==> src/rtl/alu_instr_sequencer_pkg.sv <==
// Shared constants for the instruction sequencer and the ALU result mux:
// widths, opcode values, instruction field positions and FSM state encoding.
package alu_instr_sequencer_pkg;

  localparam int DATA_W  = 4;
  localparam int NREGS   = 4;
  localparam int ADDR_W  = 2;
  localparam int OPC_W   = 3;
  localparam int INSTR_W = 11;

  // Instruction layout: [10:8] opcode, [7:6] rd, [5:4] rs, [3:0] imm
  localparam int OPC_LSB = 8;
  localparam int RD_LSB  = 6;
  localparam int RS_LSB  = 4;
  localparam int IMM_LSB = 0;

  typedef enum logic [OPC_W-1:0] {
    OP_ADD   = 3'd0,
    OP_COMP  = 3'd1,
    OP_SHR   = 3'd2,
    OP_SHL   = 3'd3,
    OP_COMPC = 3'd4,
    OP_COMPN = 3'd5,
    OP_ONE   = 3'd6,
    OP_LOAD  = 3'd7
  } opcode_e;

  typedef enum logic [1:0] {
    IDLE = 2'd0,
    EXEC = 2'd1,
    WB   = 2'd2
  } state_e;

  function automatic logic [OPC_W-1:0] instr_opcode(input logic [INSTR_W-1:0] i);
    return i[OPC_LSB +: OPC_W];
  endfunction

  function automatic logic [ADDR_W-1:0] instr_rd(input logic [INSTR_W-1:0] i);
    return i[RD_LSB +: ADDR_W];
  endfunction

  function automatic logic [ADDR_W-1:0] instr_rs(input logic [INSTR_W-1:0] i);
    return i[RS_LSB +: ADDR_W];
  endfunction

  function automatic logic [DATA_W-1:0] instr_imm(input logic [INSTR_W-1:0] i);
    return i[IMM_LSB +: DATA_W];
  endfunction

endpackage

==> src/rtl/alu_instr_sequencer_regfile.sv <==
// 4x4-bit register file: one synchronous write port, two combinational read
// ports plus a debug read port, synchronous active-low clear.
module alu_regfile
  import alu_instr_sequencer_pkg::*;
(
  input  logic              clk,
  input  logic              rst_n,
  input  logic              we,
  input  logic [ADDR_W-1:0] waddr,
  input  logic [DATA_W-1:0] wdata,
  input  logic [ADDR_W-1:0] raddr_a,
  output logic [DATA_W-1:0] rdata_a,
  input  logic [ADDR_W-1:0] raddr_b,
  output logic [DATA_W-1:0] rdata_b,
  input  logic [ADDR_W-1:0] dbg_addr,
  output logic [DATA_W-1:0] dbg_data
);

  logic [DATA_W-1:0] regs [NREGS];

  always_ff @(posedge clk) begin
    if (!rst_n) begin
      for (int i = 0; i < NREGS; i++) regs[i] <= '0;
    end else if (we) begin
      regs[waddr] <= wdata;
    end
  end

  assign rdata_a  = regs[raddr_a];
  assign rdata_b  = regs[raddr_b];
  assign dbg_data = regs[dbg_addr];

endmodule

==> src/rtl/alu_instr_sequencer.sv <==
// Instruction-issue sequencer: accepts an instruction, presents opcode and
// operands to the ALU, writes the ALU result back. Optional: ALU_ZERO_FLAG_EN.
module alu_instr_sequencer
  import alu_instr_sequencer_pkg::*;
(
  input  logic               clk,
  input  logic               rst_n,
  // Handshake: an instruction transfers on a rising edge where
  // instr_valid && instr_ready; the producer holds instr while valid && !ready.
  input  logic [INSTR_W-1:0] instr,
  input  logic               instr_valid,
  output logic               instr_ready,
  output logic [OPC_W-1:0]   opcode,
  output logic [DATA_W-1:0]  operand_a,
  output logic [DATA_W-1:0]  operand_b,
  input  logic [DATA_W-1:0]  alu_result,
  output logic               wb_valid,
  output logic [ADDR_W-1:0]  wb_addr,
  output logic [DATA_W-1:0]  wb_data,
`ifdef ALU_ZERO_FLAG_EN
  output logic               zero_flag,
`endif
  output state_e             dbg_state,
  input  logic [ADDR_W-1:0]  dbg_addr,
  output logic [DATA_W-1:0]  dbg_data
);

  state_e state, state_d;
  logic   accept, wb_en;
  logic [ADDR_W-1:0] rd_q;
  logic [DATA_W-1:0] rdata_a, rdata_b;

  logic [OPC_W-1:0]  opc_in;
  logic [ADDR_W-1:0] rd_in, rs_in;
  logic [DATA_W-1:0] imm_in;

  assign opc_in    = instr_opcode(instr);
  assign rd_in     = instr_rd(instr);
  assign rs_in     = instr_rs(instr);
  assign imm_in    = instr_imm(instr);
  assign dbg_state = state;

  alu_regfile u_regfile (
    .clk      (clk),
    .rst_n    (rst_n),
    .we       (wb_en),
    .waddr    (rd_q),
    .wdata    (alu_result),
    .raddr_a  (rd_in),
    .rdata_a  (rdata_a),
    .raddr_b  (rs_in),
    .rdata_b  (rdata_b),
    .dbg_addr (dbg_addr),
    .dbg_data (dbg_data)
  );

  always_ff @(posedge clk) begin
    if (!rst_n) state <= IDLE;
    else        state <= state_d;
  end

  always_comb begin
    state_d = state;
    accept  = 1'b0;
    wb_en   = 1'b0;
    case (state)
      IDLE: if (instr_valid && instr_ready) begin
        accept  = 1'b1;
        state_d = EXEC;
      end
      EXEC: begin
        wb_en   = 1'b1;
        state_d = WB;
      end
      WB:      state_d = IDLE;
      default: state_d = IDLE;
    endcase
  end

  // Registered outputs; ready tracks the state we are about to enter so it is
  // high exactly in IDLE and low the cycle reset is active.
  always_ff @(posedge clk) begin
    if (!rst_n) begin
      instr_ready <= 1'b0;
      opcode      <= '0;
      operand_a   <= '0;
      operand_b   <= '0;
      rd_q        <= '0;
      wb_valid    <= 1'b0;
      wb_addr     <= '0;
      wb_data     <= '0;
    end else begin
      instr_ready <= (state_d == IDLE);
      wb_valid    <= wb_en;
      if (accept) begin
        opcode    <= opc_in;
        operand_a <= rdata_a;
        operand_b <= (opc_in == OP_LOAD) ? imm_in : rdata_b;
        rd_q      <= rd_in;
      end
      if (wb_en) begin
        wb_addr <= rd_q;
        wb_data <= alu_result;
      end
    end
  end

`ifdef ALU_ZERO_FLAG_EN
  always_ff @(posedge clk) begin
    if (!rst_n)     zero_flag <= 1'b0;
    else if (wb_en) zero_flag <= (alu_result == '0);
  end
`endif

endmodule

==> config.mk <==
export PLATFORM = sky130hd
export DESIGN_NAME = alu_instr_sequencer
export DESIGN_NICKNAME = d
export VERILOG_FILES = /design/src/rtl/alu_instr_sequencer_pkg.sv /design/src/rtl/alu_instr_sequencer_regfile.sv /design/src/rtl/alu_instr_sequencer.sv
export SDC_FILE = /design/constraint.sdc
export NUM_CORES = 1
export LEC_CHECK = 0
export ABC_AREA = 1
export CAP_MARGIN = 20
export CORE_AREA = 2 2 65 67
export DETAILED_ROUTE_END_ITERATION = 8
export DIE_AREA = 0 0 67 69
export DONT_BUFFER_PORTS = 1
export PLACE_DENSITY = 0.67
export SLEW_MARGIN = 10
export SYNTH_ARGS = -nofsm -noshare
export SYNTH_HDL_FRONTEND = slang
export SYNTH_SLANG_ARGS = --single-unit
==> constraint.sdc <==
create_clock -name clk -period 1.2 [get_ports clk]
set_input_delay 0.18 -clock clk [delete_from_list [all_inputs] [get_ports clk]]
set_output_delay 0.18 -clock clk [all_outputs]
set_load 0.01 [all_outputs]
; ---- Word-level counts from Yosys, hierarchy flattened
; Memories as Yosys holds them, arrays and structs flattened. A register that Yosys moved wholly into a read port is not among the register bits.
; Index checks and enable logic that the tools add are counted.
[op_classes]
n_reduce_logical = 5
n_mux = 13
n_eq_ne = 2
[op_table]
columns = operator, n
row1 = 1-bit 2-to-1 mux, 8
row2 = 4-bit 2-to-1 mux, 2
row3 = 2-bit zero test, 2
row4 = 2-bit 2-to-1 mux, 2
row5 = 2-bit one-hot mux with 2 select lines, 1
row6 = 4-bit OR reduction, 1
row7 = 3-bit equality test (second input constant), 1
row8 = 2-bit by 1-bit equality test with 1-bit output (second input constant), 1
row9 = 1-bit logical AND, 1
row10 = 1-bit zero test, 1
[totals]
word_cells = 29
memories = 1
in_bits = 20
out_inout_bits = 25
register_bits = 19
ram_bits = 16
[mem_list]
columns = memory, depth, word_bits, rd, rd_clocked_by_memory_dff, wr, line
row1 = u_regfile.regs, 4, 4, 3, 1, 4, alu_instr_sequencer_regfile.sv:19  ; logic [DATA_W-1:0] regs [NREGS];

; ---- Logic depth before layout (Yosys ltp)
[logic_depth]
word_depth = 7
ltp_mapped = 6

; ---- Cells and area by module
; Synthesis repeated with hierarchy kept, for this count alone.
[unflattened]
cells_unflattened = 280
hier_area_um2 = 2009.4
[modules_own_cells]
columns = module, cells_each, area_per_inst_um2, seq_area_each_um2, instances
row1 = alu_regfile, 156, 1086.0, 480.5, 1
row2 = alu_instr_sequencer, 124, 923.4, 440.4, 1

; ---- Worst setup path before layout
; Ideal clock, no wire load.
[synth_timing]
path_kind = register to register
from = register state[0] (netlist: dbg_state[0])
to = memory u_regfile.regs[3][0] (enable)
path_slack_ns = -0.165
t_arrival_ns = 0.992
required_time_ns = 0.827
stages_incl_launch_ff = 3
synth_period_minus_slack_ns = 1.365
path_cell_list = dfxtp_1 -> nand2_4 -> o31ai_1
[synth_rtl]
columns = element, line
row1 = from (decl), alu_instr_sequencer.sv:28  ; state_e state, state_d;
row2 = from (signal assigned), alu_instr_sequencer.sv:59  ; else state <= state_d;
row3 = to (decl), alu_instr_sequencer_regfile.sv:19

==> flow_metrics.env <==
export IMPL_num_nets_final=290
export IMPL_cp_start_kind="flip-flop"
export IMPL_cts_max_path_buffers=2
export IMPL_finalMaxSlewViolations=0
export IMPL_vias_per_cell=4.90
export IMPL_grt_util_all_layers_pct=19.7
export IMPL_maxCapViolCount=0
export IMPL_cts_sinks=39
export IMPL_ys_ff_latch=39
export IMPL_chipWidth_um=67
export IMPL_portBuffers=0
export IMPL_first_iter_violations=50
export IMPL_relSlewSlack_pct=74.3
export IMPL_rsz0062_at_grt="yes"
export IMPL_worst_ep_arrival_time_ns=1.10
export IMPL_first_global_vias=1509
export IMPL_rows=23
export IMPL_antenna_cells=0
export IMPL_grt_remaining_overflow=0
export IMPL_drc=0
export IMPL_worst_slew_pin_slew_ns=0.385
export IMPL_power_density_nw_per_um2=1220
export IMPL_p_total_mw=2.78
export IMPL_critical_path_cell_chain="inv_2 -> o21ai_2 -> a21oi_2 -> a21oi_2"
export IMPL_cts_root_buf="clkbuf_8"
export IMPL_syn_mean_instance_area_um2=7.78
export IMPL_r2r_cells=5
export IMPL_final_antenna_net_count=0
export IMPL_syn_inst=247
export IMPL_core_area_um2=3910
export IMPL_violations="setup timing"
export IMPL_peakVddDrop_uv=720
export IMPL_fp_dieH_um=69
export IMPL_hold_viol=0
export IMPL_fin_ws_ns=-0.0783
export IMPL_max_freq_mhz=782
export IMPL_r2r_start="dbg_state[1]"
export IMPL_vias=1573
export IMPL_setup_viol_count_final=8
export IMPL_place_area_um2=2070
export IMPL_grt_pass1_wl_mm=6.95
export IMPL_yosys_warnings=0
export IMPL_layout_drive_gt1_share_pct=23.2
export IMPL_wl_per_cell_um=13.4
export IMPL_cts_tree="built"
export IMPL_finalSetupTns_ns=-0.289
export IMPL_clk_latency_ns=0.29
export IMPL_ios=45
export IMPL_reg2reg_slack_ns=0
export IMPL_slowest_stage="edfxtp_1"
export IMPL_p_leak_nw=1.07
export IMPL_antenna_found_initial=0
export IMPL_period_minus_slack_ns=1.28
export IMPL_fin_area_um2=2290
export IMPL_grt_start_max_net_pins=22
export IMPL_final_util_pct=58.5
export IMPL_hold_end="operand_b[0]"
export IMPL_clkTransAtPathRegs_ns=0.07
export IMPL_wirelength_mm=4.29
export IMPL_cp_required_ns=1.02
export IMPL_max_stage_delay_ns=0.38
export IMPL_cp_common_cell="a21oi_2"
export IMPL_htreeDepth=2
export IMPL_worstSetupEndpointType="output pin"
export IMPL_layout_cells_non_filler=321
export IMPL_worstSetupPathType="reg -> out"
export IMPL_hold_depth=2
export IMPL_initial_core_util_pct=49.1
export IMPL_drt_pass1_iterations=4
export IMPL_reg2reg_to="u_regfile.regs[0][2]"
export IMPL_syn2layout_area_growth_pct=19.1
export IMPL_layout_commonest_cell="nand2_1"
export IMPL_final_cell_mix="nand2_1, inv_1, nand3_1"
export IMPL_cts_buffers=5
export IMPL_hp_class="in -> reg"
export IMPL_placed_cells=303
export IMPL_skew_ns=0.00315
export IMPL_min_from="rst_n"
export IMPL_synth_nets=267
export IMPL_yosysSeqAreaShare_pct=49.0
export IMPL_finalCritPeriodShare_pct=107
export IMPL_status="finished with violations"
export IMPL_dp_final_hpwl_mm=3.20
export IMPL_dieArea_um2=4620
export IMPL_syn_area_um2=1920
export IMPL_cp_max_fo=2
export IMPL_ys_types=22
export IMPL_place_congestion=0.815
## where the power goes
group	total, mW	internal, mW	switching (mW)
Clock	0.926	0.471	0.455
Sequential	1.51	1.44	0.0671
Combinational	0.344	0.145	0.199
## sequential cells by signal, indices dropped and copies added, names as in the netlist
register and count:
wb_addr 2, opcode 3, operand_a 4, operand_b 4, wb_data 4, rd_q 2
wb_valid 1, dbg_state 2, u_regfile.regs 16, instr_ready 1
## worst max-delay path: cells and delay by family (launching register included)
family	cells	cell delay [ns]
buffers and inverters	1	0.06
AOI/OAI and AO/OA	3	0.37
DFF	1	0.38
## repair_timing
action                                 CTS  global route
resized for setup                       10             9
pin swaps                                2             4
gates cloned                             0             0
setup buffers                            5             4
endpoints found under the hold margin    0             1
setup endpoints to repair                8            14
hold buffers                             0             1
## stage by stage
| step | hold slack [ns] | setup slack, ns |
|---|---|---|
| after floorplan | 0.301 | -0.0255 |
| after global placement | 0.308 | 0.0390 |
| after detailed placement | 0.309 | 0.0150 |
| after CTS | 0.00287 | -0.0781 |
| after global routing | 0.00419 | -0.160 |
| final | 0.0104 | -0.0783 |
## cell usage after synthesis, drive strengths merged
| library cell | number | area, µm² |
|---|---|---|
| dfxtp | 23 | 460 |
| inv | 42 | 158 |
| buf | 5 | 38.8 |
| o21ai | 10 | 57.6 |
| o31ai | 1 | 7.51 |
| nor2 | 31 | 135 |
| nand2 | 58 | 225 |
| edfxtp | 16 | 480 |
| nand3 | 30 | 193 |
| clkbuf | 2 | 7.51 |
| a21oi | 22 | 110 |
| or2 | 3 | 18.8 |
| o211ai | 4 | 30.0 |
## cell families after synthesis
logic type             synth area share, %
AOI/OAI and AO/OA                     10.7
DFF                                   49.0
buffers and inverters                 10.6
and+or+nand+nor                       29.8
## layer usage
metal | global-route usage, % | wire [µm] | up-vias
li1 | - | - | 836
met1 | 22.9 | 1850 | 691
met2 | 34.3 | 2160 | 42
met3 | 6.04 | 249 | 4
met4 | 5.44 | 31 | 0
met5 | 0 | 0 | -
## area by class of cell
type                            instances  area [µm²]
Tap cell                               50        62.6
Fill cell                             379        1630
Sequential cell                        39         946
Inverter                               42         160
Multi-Input combinational cell        159         846
Clock inverter                          1        8.76
Timing Repair Buffer                   23         179
Clock buffer                            7        86.3
## worst max-delay path by stage
stage	startpoint	end	slack, ns	cells after the start
after CTS	u_regfile.regs[1][1]	dbg_data[1]	-0.08	4
after global placement	dbg_state[1]	u_regfile.regs[1][0]	0.04	5
after global routing	u_regfile.regs[1][1]	dbg_data[1]	-0.16	4
after floorplan	rd_q[0]	u_regfile.regs[3][0]	-0.03	2
after detailed placement	dbg_state[1]	u_regfile.regs[0][2]	0.02	5
final	u_regfile.regs[1][2]	dbg_data[2]	-0.08	4
Note: power is estimated with default switching activity, not from simulation.
